File: src/rtl/detect_frame_ctrl_pkg.sv
// Shared types and constants for the detector frame controller.
// Holds the FSM state encoding, the default frame geometry and the result width.
package detect_frame_ctrl_pkg;

    localparam int IMG_H_DEF  = 164;
    localparam int SETTLE_DEF = 2;
    localparam int RES_W      = 32;
    localparam int LOST_W     = 4;

    typedef enum logic [2:0] {
        ST_IDLE     = 3'd0,
        ST_WAIT_VS  = 3'd1,
        ST_ACTIVE   = 3'd2,
        ST_SETTLE_W = 3'd3,
        ST_CAPTURE  = 3'd4
    } state_t;

    // Saturating increment for the empty-frame run counter.
    function automatic logic [LOST_W-1:0] sat_inc(input logic [LOST_W-1:0] v);
        return (v == {LOST_W{1'b1}}) ? v : v + 1'b1;
    endfunction

endpackage

File: src/rtl/detect_frame_ctrl_frame_sync_edge.sv
// Registers vsync and data-enable once and derives the frame-start
// (vsync rising) and line-end (de falling) event pulses.
module frame_sync_edge (
    input  logic clk,
    input  logic rst_n,
    input  logic i_vsync,
    input  logic i_de,
    output logic frame_start,
    output logic line_end
);

    logic vsync_q;
    logic de_q;

    always_ff @(posedge clk or negedge rst_n) begin
        if (!rst_n) begin
            vsync_q <= 1'b0;
            de_q    <= 1'b0;
        end else begin
            vsync_q <= i_vsync;
            de_q    <= i_de;
        end
    end

    assign frame_start = i_vsync & ~vsync_q;
    assign line_end    = de_q & ~i_de;

endmodule

File: src/rtl/detect_frame_ctrl.sv
// Frame-synchronous capture of detector results with a valid/ready result
// port, lost-track tracking and sticky overrun / frame-length error flags.
module detect_frame_ctrl
    import detect_frame_ctrl_pkg::*;
#(
    parameter int IMG_H  = IMG_H_DEF,
    parameter int SETTLE = SETTLE_DEF,
    parameter int FCNT_W = 16
) (
    input  logic                    clk,
    input  logic                    rst_n,
    input  logic                    i_vsync,
    input  logic                    i_de,
    input  logic signed [RES_W-1:0] i_mid_x,
    input  logic signed [RES_W-1:0] i_mid_y,
    input  logic signed [RES_W-1:0] i_p_sum,
    input  logic                    i_cfg_en,
    input  logic [RES_W-1:0]        i_cfg_min_area,
    input  logic [LOST_W-1:0]       i_cfg_lost_n,
    input  logic                    i_clr,
    input  logic                    i_res_ready,
    output logic                    o_res_valid,
    output logic signed [RES_W-1:0] o_res_x,
    output logic signed [RES_W-1:0] o_res_y,
    output logic signed [RES_W-1:0] o_res_area,
    output logic                    o_res_found,
    output logic [FCNT_W-1:0]       o_frame_cnt,
    output logic                    o_lost,
    output logic                    o_overrun,
    output logic                    o_frm_err,
    output logic                    o_busy
);

    // Handshake: a result is transferred on every cycle where o_res_valid
    // and i_res_ready are both high; o_res_valid then drops the next cycle
    // unless a new capture lands on that same edge.

    localparam int LCNT_W      = $clog2(IMG_H + 1);
    localparam int SCNT_W      = (SETTLE < 1) ? 1 : $clog2(SETTLE + 1);
    localparam int SETTLE_LAST = (SETTLE > 0) ? SETTLE - 1 : 0;

    state_t              state;
    state_t              state_next;
    logic                frame_start;
    logic                line_end;
    logic [LCNT_W-1:0]   line_cnt;
    logic [SCNT_W-1:0]   settle_cnt;
    logic                cfg_en;
    logic [RES_W-1:0]    cfg_min_area;
    logic [LOST_W-1:0]   cfg_lost_n;
    logic [LOST_W-1:0]   lost_cnt;
    logic                last_line;
    logic                capture;
    logic                cap_found;
    logic                frm_err_set;

    frame_sync_edge u_edge (
        .clk         (clk),
        .rst_n       (rst_n),
        .i_vsync     (i_vsync),
        .i_de        (i_de),
        .frame_start (frame_start),
        .line_end    (line_end)
    );

    assign last_line   = line_end && (line_cnt == LCNT_W'(IMG_H - 1));
    assign capture     = (state == ST_CAPTURE);
    // Negative areas never count as found, even though the compare is unsigned.
    assign cap_found   = ~i_p_sum[RES_W-1] && ($unsigned(i_p_sum) >= cfg_min_area);
    assign frm_err_set = (state == ST_ACTIVE) && frame_start && i_cfg_en;

    always_ff @(posedge clk or negedge rst_n) begin
        if (!rst_n) state <= ST_IDLE;
        else        state <= state_next;
    end

    always_comb begin
        state_next = state;
        case (state)
            ST_IDLE:     if (i_cfg_en) state_next = ST_WAIT_VS;
            ST_WAIT_VS:  if (frame_start) state_next = ST_ACTIVE;
            ST_ACTIVE:   if (!frame_start && last_line) state_next = ST_SETTLE_W;
            ST_SETTLE_W: if (settle_cnt == SCNT_W'(SETTLE_LAST)) state_next = ST_CAPTURE;
            ST_CAPTURE:  state_next = ST_WAIT_VS;
            default:     state_next = ST_IDLE;
        endcase
        // The enable shadow reloads on every frame start; a disabled frame
        // drops whatever was in flight.
        if (frame_start && !i_cfg_en) state_next = ST_IDLE;
    end

    always_ff @(posedge clk or negedge rst_n) begin
        if (!rst_n) begin
            line_cnt     <= '0;
            settle_cnt   <= '0;
            cfg_en       <= 1'b0;
            cfg_min_area <= '0;
            cfg_lost_n   <= '0;
        end else begin
            if (frame_start) begin
                line_cnt     <= '0;
                cfg_en       <= i_cfg_en;
                cfg_min_area <= i_cfg_min_area;
                cfg_lost_n   <= i_cfg_lost_n;
            end else if (state == ST_ACTIVE && line_end) begin
                line_cnt <= line_cnt + 1'b1;
            end
            if (state == ST_SETTLE_W) settle_cnt <= settle_cnt + 1'b1;
            else                      settle_cnt <= '0;
        end
    end

    always_ff @(posedge clk or negedge rst_n) begin
        if (!rst_n) begin
            o_res_valid <= 1'b0;
            o_res_x     <= '0;
            o_res_y     <= '0;
            o_res_area  <= '0;
            o_res_found <= 1'b0;
            o_frame_cnt <= '0;
            lost_cnt    <= '0;
            o_overrun   <= 1'b0;
            o_frm_err   <= 1'b0;
        end else begin
            if (capture) begin
                o_res_x     <= i_mid_x;
                o_res_y     <= i_mid_y;
                o_res_area  <= i_p_sum;
                o_res_found <= cap_found;
                o_frame_cnt <= o_frame_cnt + 1'b1;
                lost_cnt    <= cap_found ? '0 : sat_inc(lost_cnt);
                o_res_valid <= 1'b1;
            end else if (i_res_ready) begin
                o_res_valid <= 1'b0;
            end

            if (capture && o_res_valid && !i_res_ready) o_overrun <= 1'b1;
            else if (i_clr)                             o_overrun <= 1'b0;

            if (frm_err_set) o_frm_err <= 1'b1;
            else if (i_clr)  o_frm_err <= 1'b0;
        end
    end

    assign o_lost = (cfg_lost_n != '0) && (lost_cnt >= cfg_lost_n);
    assign o_busy = (state != ST_IDLE);

endmodule
File: config.mk
export PLATFORM = sky130hd
export DESIGN_NAME = detect_frame_ctrl
export DESIGN_NICKNAME = d
export VERILOG_FILES = /design/src/rtl/detect_frame_ctrl_pkg.sv /design/src/rtl/detect_frame_ctrl_frame_sync_edge.sv /design/src/rtl/detect_frame_ctrl.sv
export SDC_FILE = /design/constraint.sdc
export NUM_CORES = 1
export LEC_CHECK = 0
export CAP_MARGIN = 20
export CELL_PAD_IN_SITES_DETAIL_PLACEMENT = 1
export CELL_PAD_IN_SITES_GLOBAL_PLACEMENT = 1
export CORE_MARGIN = 2
export CORE_UTILIZATION = 30
export DETAILED_ROUTE_END_ITERATION = 10
export PLACE_DENSITY = 0.84
export SLEW_MARGIN = 30
export SYNTH_ARGS = -nofsm -noshare
export SYNTH_HDL_FRONTEND = slang
export SYNTH_SLANG_ARGS = --single-unit
File: constraint.sdc
create_clock -name clk -period 2.7 [get_ports clk]
set_input_delay 0.405 -clock clk [delete_from_list [all_inputs] [get_ports clk]]
set_output_delay 0.405 -clock clk [all_outputs]
set_load 0.02 [all_outputs]
==> impl_metrics.csv, run 1 <==
group,metric,value,unit
status,status,"finished, final reports clean",
timing,rsz0062_at_grt,"false",
critical_path,rr_worst_depth,8,
routing,ant_nets,0,
worst_hold_path,min_path_type,"input port to register",
clock_tree,h-tree-depth,4,
clock_tree,clockRootBuffer,"clkbuf_16",
floorplanning,die_h,162.4,um
routing,drtIter0Drc,297,
final_layout,finalNetCount,1259,
floorplanning,dieArea,0.02638,mm^2
timing,max_freq,391.7,MHz
place,place.gp.congestion,0.8055,
synth,syn-num-nets,999,
critical_path,regToRegSetupSlack,0.23,ns
routing,wl_met1,9659,um
power_and_ir_drop,irDropWorstVdd,0.3705,mV
power_and_ir_drop,powerDensity,922.4,mW/mm^2
floorplanning,core_area,0.02446,mm^2
critical_path,worst_setup_path_end_kind,"register",
floorplanning,fp.dieW,162.4,um
routing,drc_errors,0,
critical_path,worstPathRequired,3.01,ns
critical_path,setup.worst_path.end,"lost_cnt[1]$_DFFE_PN0P_",
timing,final.setup_skew,0.009406,ns
floorplanning,rows,57,
routing,vias_per_cell,4.679,
clock_tree,path_clk_slew,0.07,ns
final_layout,nFillCells,2788,
floorplanning,initial_core_util,0.3078,
clock_tree,cts_buffer_depth,2,
final_layout,drive_gt1_frac,0.05311,
critical_path,cp-startpoint,"i_p_sum[25]",
final_layout,syn_to_final_growth,47.92,%
timing,tightestPinTransition,0.6905,ns
routing,routedWlPerCell,16.21,um
grt,grt_util_all_layers,0.1776,
critical_path,r2r-end,"lost_cnt[1]$_DFFE_PN0P_",
routing,wirelength,22950,um
synth,ys_ff_latch,171,
place,hpwl,16950,um
synth,synth_edf_count,0,
job,maxCapViolCount,0,
synth,syn-instance-count,820,
timing,maxSlewViolCount,0,
synth,yosysUniqueCellTypes,43,
routing,top_layer_used,"met4",
grt,grt_pass1_wl,37170,um
final_layout,final_common_cell,"nand2_1",
synth,yosysWarnings,0,
floorplanning,pin_count,257,
clock_tree,tritoncts,"done",
timing,hold_slack,0.4451,ns
timing,finalSetupViolCount,0,
grt,antenna_found_initial,0,
place,port_buffers,256,
synth,avgSynthCellArea,9.183,um^2
timing,hold_viol_final,0,
final_layout,antenna_cells,0,
synth,yosysSeqAreaShare,0.5683,
routing,num_vias,6626,
grt,grt_max_degree,81,
timing,slew_headroom,0.5396,
clock_tree,clock-sinks,171,
critical_path,worstSetupPathType,"input port to register",
grt,grt-ovfl-total,0,
critical_path,critPathLaunchType,"input port",
final_layout,fin_util,0.4553,
routing,dr.pass1.iters,4,
grt,grt_pass1_vias,7211,
critical_path,cp_max_fo,4,
synth,synth-main-ff-cell,"dfrtp_1",
power_and_ir_drop,p_leak,5.129,nW
place,dp.cells,1383,
synth,syn_area,0.007530,mm^2
critical_path,worstReg2RegStart,"cfg_min_area[27]$_DFFE_PN0P_",
timing,min_period_over_period,0.9455,
routing,wl_met2,11380,um
synth,synth_async_sr_flop_share,1.000,
final_layout,mostFrequentLayoutCells,"nand2_1 (349), clkdlybuf4s50_1 (254), dfrtp_1 (171)",
timing,min_period,2.553,ns
clock_tree,clkLatencyLatePin,0.42,ns
clock_tree,cts_inserted_buffers,17,
routing,dr_wl_met3,1308,um
final_layout,finalNonFillerCells,1416,
critical_path,crit_arrival,2.86,ns
-- synth_stat cells, drive strengths merged (2+ instances only) --
cell type	n	area (um^2)
and3	5	31.28
nor2	17	63.81
a21oi	18	90.09
a41oi	2	17.52
and2	2	12.52
inv	44	165.2
a22o	3	26.28
o32ai	2	25.03
nand2b	6	37.54
a21o	2	15.01
nand4	9	62.56
nand2	349	1310
and4	5	43.79
nand3	16	80.08
xor2	10	87.58
nor3b	4	41.29
o22ai	2	12.51
a221oi	2	17.52
xnor2	12	105.1
dfrtp	171	4279
o21ai	43	215.2
clkbuf	34	127.6
nor3	4	20.02
nor2b	4	25.02
ha	40	500.5
or3	2	12.51
-- worst min-delay path by stage --
stage / start / endpoint / slack [ns] / cells after the start
2_1_floorplan: rst_n / cfg_lost_n[0]$_DFFE_PN0P_ / 0.11 / 0
3_3_place_gp: rst_n / o_res_x[20]$_DFFE_PN0P_ / 0.42 / 1
3_5_place_dp: rst_n / o_res_x[20]$_DFFE_PN0P_ / 0.43 / 1
4_1_cts: i_de / u_edge.de_q$_DFF_PN0_ / 0.43 / 1
5_1_grt: i_de / u_edge.de_q$_DFF_PN0_ / 0.44 / 1
6_report: i_de / u_edge.de_q$_DFF_PN0_ / 0.45 / 1
-- layer usage --
layer | global-route usage | vias up
li1 | - | 3145
met1 | 0.2178 | 3270
met2 | 0.3064 | 173
met3 | 0.04202 | 38
met4 | 0.06275 | 0
met5 | 0 | -
-- worst max-delay path, cell delays in order --
cell             delay, ns
clkdlybuf4s50_1       0.44
ha_1                  0.32
nand4_1               0.18
or4_4                 0.56
or3_1                 0.33
o32ai_2               0.22
nor2_1                0.16
a22o_1                0.23
-- power breakdown --
| group | internal, mW | total, mW | switching, mW |
|---|---|---|---|
| sequential | 3.37 | 3.85 | 0.482 |
| clock | 1.30 | 2.42 | 1.13 |
| combinational | 1.88 | 4.00 | 2.12 |
| total | 6.55 | 10.3 | 3.73 |
-- cell families after synthesis --
kind of cell	after synthesis	share of synthesized area
and+or+nand+nor	426	0.2348
muxes	1	0.001329
AOI/OAI and AO/OA	81	0.06414
DFF	171	0.5683
xor gates and xnor gates	22	0.02559
buffers and inverters	79	0.03938
adders and majority gates	40	0.06647
-- area by class of cell --
class                   instances  area [um^2]  area share
multi-input cells             570         2974      0.2670
flip-flops and latches        171         4279      0.3842
well taps                     324        405.4     0.03640
clock inverters                13        136.4     0.01224
repair buffers                276         2749      0.2468
inverters                      44        165.2     0.01483
clock buffers                  18        429.2     0.03853
-- registers in the layout, summed over array words and instances, names as in the netlist --
name / count
state: 3
o_frm_err: 1
settle_cnt: 2
o_res_area: 32
cfg_min_area: 32
o_res_valid: 1
u_edge.vsync_q: 1
cfg_lost_n: 4
line_cnt: 8
o_res_y: 32
o_res_x: 32
o_res_found: 1
o_overrun: 1
lost_cnt: 4
u_edge.de_q: 1
o_frame_cnt: 16
-- stage by stage --
step	setup WS (ns)	total power, mW	area [um^2]	setup TNS, ns
global placement	-0.1840	7.739	10560	-0.6174
floorplan	0.3707	5.727	7530	0
detailed placement	-0.2484	7.935	10560	-0.9297
CTS	0.005288	10.42	11130	0
global route	0.04415	10.93	11140	0
finish	0.1471	10.27	11140	0
-- timing repair --
| action | 4_1_cts | 5_1_grt |
|---|---|---|
| setup endpoints to repair | 1 | 1 |
| setup buffers | 0 | 1 |
| hold buffers | 1 | 0 |
| hold endpoints to repair | 53 | 0 |
| resized for setup | 1 | 2 |
Note: power is estimated with default switching activity, not from simulation.
==> inputs of run 2 (changes only) <==
--- a/config.mk
+++ b/config.mk
@@ -9,9 +9,10 @@
 export CELL_PAD_IN_SITES_DETAIL_PLACEMENT = 1
 export CELL_PAD_IN_SITES_GLOBAL_PLACEMENT = 1
 export CORE_MARGIN = 2
-export CORE_UTILIZATION = 30
+export CORE_UTILIZATION = 34
 export DETAILED_ROUTE_END_ITERATION = 10
-export PLACE_DENSITY = 0.84
+export GPL_ROUTABILITY_DRIVEN = 0
+export PLACE_DENSITY = 0.92
 export SLEW_MARGIN = 30
 export SYNTH_ARGS = -nofsm -noshare
 export SYNTH_HDL_FRONTEND = slang
==> run 2 against run 1 <==
  * Clock-buffer cell count shrank 1
  * Die area decreased by 11%
  * Hold slack better by 0.0083 ns
  * Cell count shrank 2.7%
  * Power is 0.51% higher
==> impl_metrics.csv, run 2 (same netlist as run 1, synthesis figures left out) <==
group,metric,value,unit
status,status,"finished, final reports clean",
routing,vias_per_cell,4.862,
routing,routedWlPerCell,17.37,um
critical_path,regToRegSetupSlack,0.23,ns
final_layout,syn_to_final_growth,48.06,%
critical_path,worstPathRequired,2.30,ns
critical_path,r2r-end,"lost_cnt[1]$_DFFE_PN0P_",
floorplanning,core_area,0.02176,mm^2
floorplanning,fp.dieW,152.8,um
power_and_ir_drop,intPower,6.508,mW
grt,grt_max_degree,81,
final_layout,antenna_cells,0,
worst_hold_path,min_path_type,"input port to register",
clock_tree,cts_inserted_buffers,17,
grt,antenna_found_initial,0,
timing,final.setup_skew,0.007932,ns
power_and_ir_drop,swShare,0.3698,
critical_path,critPathLaunchType,"register",
timing,hold_viol_final,0,
timing,min_period,2.591,ns
critical_path,crit_chain,"ha_1 -> nand2b_1 -> a21o_1 -> a21o_1 -> a21oi_1 -> nor2_1 -> buf_2",
critical_path,worst_setup_path_end_kind,"output port",
floorplanning,dieArea,0.02335,mm^2
timing,min_period_over_period,0.9596,
critical_path,rr_worst_depth,8,
timing,slew_headroom,0.6155,
grt,grt_pass1_wl,38830,um
critical_path,worstSetupPathType,"register to output port",
critical_path,worstReg2RegStart,"cfg_min_area[29]$_DFFE_PN0P_",
routing,wirelength,23940,um
routing,num_vias,6700,
timing,tightestPinTransition,0.5623,ns
floorplanning,rows,54,
routing,drc_errors,0,
critical_path,cp_max_fo,3,
power_and_ir_drop,p_clk_frac,0.232,
timing,rsz0062_at_grt,"false",
place,port_buffers,256,
critical_path,crit_arrival,2.19,ns
place,hpwl,17620,um
worst_hold_path,whs_endpoint,"u_edge.de_q$_DFF_PN0_",
worst_hold_path,min_path_cells,1,
routing,ant_nets,0,
final_layout,drive_gt1_frac,0.06011,
timing,worst_slack,0.1092,ns
timing,hold_slack,0.4534,ns
critical_path,path_buf_inv,1,
worst_hold_path,hp-start,"i_de",
critical_path,slowest_stage,"dfrtp_2",
power_and_ir_drop,p_leak,5.168,nW
power_and_ir_drop,p_comb_frac,0.395,
floorplanning,pin_count,257,
grt,grt_util_all_layers,0.2085,
power_and_ir_drop,seqPwrFrac,0.372,
clock_tree,clockRootBuffer,"clkbuf_16",
clock_tree,tritoncts,"done",
clock_tree,path_clk_slew,0.07,ns
place,dp_slack,-0.2589,ns
grt,grt-ovfl-total,0,
floorplanning,die_h,152.8,um
critical_path,critPathTopFamily,"compound AO/OA/AOI/OAI gates",
critical_path,crit_path_max_incr_delay,0.46,ns
power_and_ir_drop,powerDensity,926.3,mW/mm^2
power_and_ir_drop,netSwitchingPower,3.818,mW
timing,max_freq,386.0,MHz
routing,dr.pass1.iters,4,
job,maxCapViolCount,0,
final_layout,mostFrequentLayoutCells,"nand2_1 (349), clkdlybuf4s50_1 (254), dfrtp_1 (170)",
timing,finalSetupViolCount,0,
place,dpl-instance-area,0.01055,mm^2
critical_path,crit_top_cell,"a21o_1",
final_layout,final_area,0.01115,mm^2
timing,maxSlewViolCount,0,
final_layout,fin_util,0.5124,
clock_tree,h-tree-depth,4,
power_and_ir_drop,irDropWorstVdd,0.4173,mV
grt,grt_pass1_vias,7431,
final_layout,finalNetCount,1264,
clock_tree,cts_buffer_depth,2,
clock_tree,clkLatencyLatePin,0.43,ns
final_layout,final_common_cell,"nand2_1",
final_layout,nFillCells,2458,
clock_tree,clock-sinks,171,
floorplanning,initial_core_util,0.3461,
routing,drtIter0Drc,294,
[run 2: how the worst max path moves through the flow]
stage / startpoint / to / cells after the start
finish: cfg_lost_n[0]$_DFFE_PN0P_ / o_lost / 7
floorplan: i_p_sum[29] / lost_cnt[0]$_DFFE_PN0P_ / 7
global placement: i_p_sum[29] / lost_cnt[1]$_DFFE_PN0P_ / 8
CTS: cfg_lost_n[0]$_DFFE_PN0P_ / o_lost / 7
detailed placement: i_p_sum[29] / lost_cnt[1]$_DFFE_PN0P_ / 8
global route: cfg_lost_n[0]$_DFFE_PN0P_ / o_lost / 7
[run 2: area by class of cell]
type                       count  area [um^2]  share of cell area
clock inverter                15        153.9             0.01380
clock buffer                  17        425.4             0.03816
multi-input combinational    570         2974              0.2668
timing repair buffer         281         2799              0.2511
tap                          280        350.3             0.03143
sequential                   171         4280              0.3840
inverter                      44        165.2             0.01481
[run 2: power by group through the flow]
stage | combinational, mW | clock, mW | sequential (mW)
6_report | 4.08 | 2.40 | 3.85
5_1_grt | 4.42 | 2.57 | 3.97
4_1_cts | 4.11 | 2.48 | 3.86
3_5_place_dp | 4.06 | 0 | 3.90
3_3_place_gp | 3.90 | 0 | 3.84
2_1_floorplan | 1.07 | 0 | 4.66
[run 2: per-layer routing]
metal	global-route usage	up-vias	wire length, um
met5	0	-	0
met1	0.2436	3299	9592
met2	0.3756	195	12480
met3	0.04395	48	1101
li1	-	3158	-
met4	0.07937	0	766
[run 2: what timing repair did]
action                                  in CTS  in global routing
hold buffers                                 1                  0
gates cloned                                 0                  0
hold endpoints to repair                    53                  0
gates resized for setup                      4                  1
buffers inserted                             0                  2
endpoints found under the setup margin       1                  1
[run 2: per-stage QoR]
stage          TNS, ns  cells  power, mW
6_report             0   1378      10.33
3_5_place_dp    -1.004   1343      7.961
2_1_floorplan        0    820      5.727
5_1_grt              0   1378      10.96
3_3_place_gp   -0.5319   1343      7.741
4_1_cts              0   1376      10.44
==> inputs of run 3 (changes only) <==
--- a/config.mk
+++ b/config.mk
@@ -12,8 +12,9 @@
 export CORE_UTILIZATION = 34
 export DETAILED_ROUTE_END_ITERATION = 10
 export GPL_ROUTABILITY_DRIVEN = 0
-export PLACE_DENSITY = 0.92
+export PLACE_DENSITY = 0.78
 export SLEW_MARGIN = 30
 export SYNTH_ARGS = -nofsm -noshare
 export SYNTH_HDL_FRONTEND = slang
+export SYNTH_HIERARCHICAL = 1
 export SYNTH_SLANG_ARGS = --single-unit
==> run 3 against run 2 <==
  * Fmax increased by 3.0%
  * Die area decreased by 0.16%
  * Final area decreased by 0.35%
  * Sequential power about the same
  * Utilization decreased by 0.18 points
  * Worst setup slack improved by 0.075 ns
  * Cell count decreased by 0.65%
  * Global-route usage decreased by 1.3 points
  * Flip-flop and latch count unchanged
  * Hold slack got worse by 0.029 ns
  * Highest routed layer unchanged
==> impl_metrics.csv, run 3 <==
group,metric,value,unit
status,status,"finished, final reports clean",
final_layout,final_common_cell,"nand2_1",
critical_path,crit_path_max_incr_delay,0.57,ns
synth,syn_area,0.007517,mm^2
routing,routedWlPerCell,16.30,um
critical_path,critPathLaunchType,"input port",
critical_path,worstSetupPathType,"input port to register",
clock_tree,cts_inserted_buffers,17,
synth,yosysUniqueCellTypes,45,
clock_tree,tritoncts,"done",
power_and_ir_drop,netSwitchingPower,3.683,mW
routing,wirelength,22320,um
clock_tree,clockRootBuffer,"clkbuf_16",
timing,min_period_over_period,0.9318,
synth,synth_async_sr_flop_share,1.000,
final_layout,nFillCells,2483,
grt,grt_max_degree,106,
timing,slew_headroom,0.6202,
clock_tree,clock-sinks,171,
power_and_ir_drop,intPower,6.641,mW
floorplanning,fp.dieW,152.7,um
timing,hold_viol_final,0,
routing,num_vias,6448,
timing,tns,0,ns
floorplanning,dieArea,0.02331,mm^2
critical_path,regToRegSetupSlack,0.26,ns
worst_hold_path,min_path_type,"input port to async pin",
synth,syn-instance-count,813,
power_and_ir_drop,swShare,0.3567,
clock_tree,h-tree-depth,4,
final_layout,fin_util,0.5106,
timing,min_period,2.516,ns
routing,drtIter0Drc,260,
synth,synth-main-ff-cell,"dfrtp_1",
job,maxCapViolCount,0,
grt,antenna_found_initial,1,
power_and_ir_drop,irDropWorstVdd,0.4160,mV
synth,syn-num-nets,992,
routing,dr.pass1.iters,6,
routing,drc_errors,0,
final_layout,drive_gt1_frac,0.05882,
grt,grt_pass1_wl,36650,um
grt,grt_util_all_layers,0.1959,
routing,vias_per_cell,4.710,
synth,yosys.area.top_type_share,0.5692,
synth,synth_most_common_cell,"nand2_1",
final_layout,finalNetCount,1254,
critical_path,crit_chain,"clkdlybuf4s50_1 -> ha_1 -> nand4_2 -> or4_4 -> or3_1 -> o32ai_2 -> o31ai_2 -> a22o_1",
critical_path,slowest_stage,"or4_4",
timing,rsz0062_at_grt,"false",
power_and_ir_drop,p_clk_frac,0.246,
timing,finalSetupViolCount,0,
timing,tightestPinTransition,0.5697,ns
power_and_ir_drop,seqPwrFrac,0.373,
synth,synth_area_leaders,"dfrtp_1 (57%), nand2_1 (17%), ha_1 (6.7%), o21ai_0 (2.9%), inv_1 (2.2%)",
final_layout,multi_input_comb_area,0.002953,mm^2
synth,yosysTopAreaCell,"dfrtp_1",
clock_tree,cts_buffer_depth,2,
routing,ant_nets,0,
floorplanning,die_h,152.7,um
final_layout,mostFrequentLayoutCells,"nand2_1 (342), clkdlybuf4s50_1 (254), dfrtp_1 (171)",
floorplanning,core_area,0.02176,mm^2
synth,ys_ff_latch,171,
timing,max_freq,397.5,MHz
critical_path,crit_arrival,2.82,ns
floorplanning,initial_core_util,0.3455,
timing,maxSlewViolCount,0,
synth,synth_edf_count,0,
final_layout,final-seq-area,0.004279,mm^2
critical_path,cp_max_fo,4,
critical_path,worst_setup_path_end_kind,"register",
power_and_ir_drop,powerDensity,929.3,mW/mm^2
critical_path,path_buf_inv,1,
synth,yosysWarnings,6,
grt,grt_pass1_vias,6865,
power_and_ir_drop,p_comb_frac,0.381,
critical_path,critPathTopFamily,"simple AND/OR/NAND/NOR gates",
final_layout,syn_to_final_growth,47.79,%
power_and_ir_drop,p_leak,5.072,nW
timing,final.setup_skew,0.01253,ns
clock_tree,clkLatencyLatePin,0.43,ns
place,hpwl,16360,um
critical_path,worstPathRequired,3.01,ns
clock_tree,path_clk_slew,0.07,ns
floorplanning,rows,54,
place,port_buffers,256,
synth,avgSynthCellArea,9.246,um^2
floorplanning,pin_count,257,
synth,yosysSeqAreaShare,0.5692,
synth,synth_common_cells,"nand2_1 (343), dfrtp_1 (171), inv_1 (44)",
grt,grt-ovfl-total,0,
run 3: kinds of logic (layout without fill, tap and decap cells):
kind of cell | Yosys count | after routing | share of synthesized area
compound gates | 80 | 80 | 0.06359
xor+xnor | 21 | 21 | 0.02447
fa+ha+maj | 40 | 40 | 0.06658
buf+inv | 78 | 353 | 0.03895
flops | 171 | 171 | 0.5692
mux | 3 | 3 | 0.004327
other cells | 0 | 1 | 0
simple gates | 420 | 420 | 0.2329
run 3: routing by layer:
| layer | up-vias | global-route usage | share of wire |
|---|---|---|---|
| met3 | 29 | 0.04380 | 0.045 |
| met4 | 0 | 0.06129 | 0.023 |
| met1 | 3135 | 0.2475 | 0.44 |
| met2 | 152 | 0.3355 | 0.50 |
| met5 | - | 0 | 0 |
| li1 | 3132 | - | - |
run 3: worst paths after layout:
| path | depth (start not counted) | from | end |
|---|---|---|---|
| worst max-delay path | 8 | i_p_sum[29] | lost_cnt[0]$_DFFE_PN0P_ |
| worst min-delay path | 2 | rst_n | cfg_min_area[17]$_DFFE_PN0P_ |
| worst max register to register | 8 | cfg_min_area[29]$_DFFE_PN0P_ | lost_cnt[0]$_DFFE_PN0P_ |
| worst min register to register | 1 | settle_cnt[0]$_DFF_PN0_ | settle_cnt[0]$_DFF_PN0_ |
| max in group asynchronous | 3 | rst_n | o_res_area[1]$_DFFE_PN0P_ |
| min in group clk | 1 | i_vsync | u_edge/vsync_q$_DFF_PN0_ |
run 3: per-stage QoR:
| step | power, mW | worst slack, ns | area (um^2) | std cells | hold slack [ns] |
|---|---|---|---|---|---|
| 2_1_floorplan | 5.693 | 0.3702 | 7517 | 813 | 0.1094 |
| 3_3_place_gp | 7.720 | -0.1652 | 10480 | 1333 | 0.3149 |
| 3_5_place_dp | 7.860 | -0.2631 | 10480 | 1333 | 0.3178 |
| 4_1_cts | 10.45 | 0.05130 | 11100 | 1366 | 0.4233 |
| 5_1_grt | 10.98 | 0.06125 | 11110 | 1369 | 0.4313 |
| 6_report | 10.32 | 0.1842 | 11110 | 1369 | 0.4248 |
run 3: timing repair:
item / CTS / global route
hold buffers: 1 / 0
resized for setup: 1 / 2
endpoints found under the hold margin: 30 / 0
cloned: 0 / 0
setup buffers: 0 / 2
setup endpoints to repair: 1 / 1
run 3: power by group through the flow:
stage	Sequential [mW]	Clock [mW]	Combinational, mW
3_5_place_dp	3.90	0	3.96
5_1_grt	3.98	2.73	4.27
2_1_floorplan	4.68	0	1.01
4_1_cts	3.86	2.61	3.98
6_report	3.85	2.54	3.94
3_3_place_gp	3.85	0	3.87
run 3: cell type report:
type | count | area share
diodes | 1 | 0.0002253
clock buffers | 17 | 0.03829
clock inverters | 15 | 0.01599
inverters | 44 | 0.01487
multi-input cells | 564 | 0.2658
flip-flops and latches | 171 | 0.3852
well taps | 280 | 0.03154
repair buffers | 277 | 0.2481
run 3: worst register-to-register path, cell delays in order, from the launching register on:
cell and delay, ns:
dfrtp_1 0.33, inv_1 0.06, ha_1 0.31, nand4_2 0.15, or4_4 0.57, or3_1 0.33
o32ai_2 0.20, o31ai_2 0.12, a22o_1 0.26
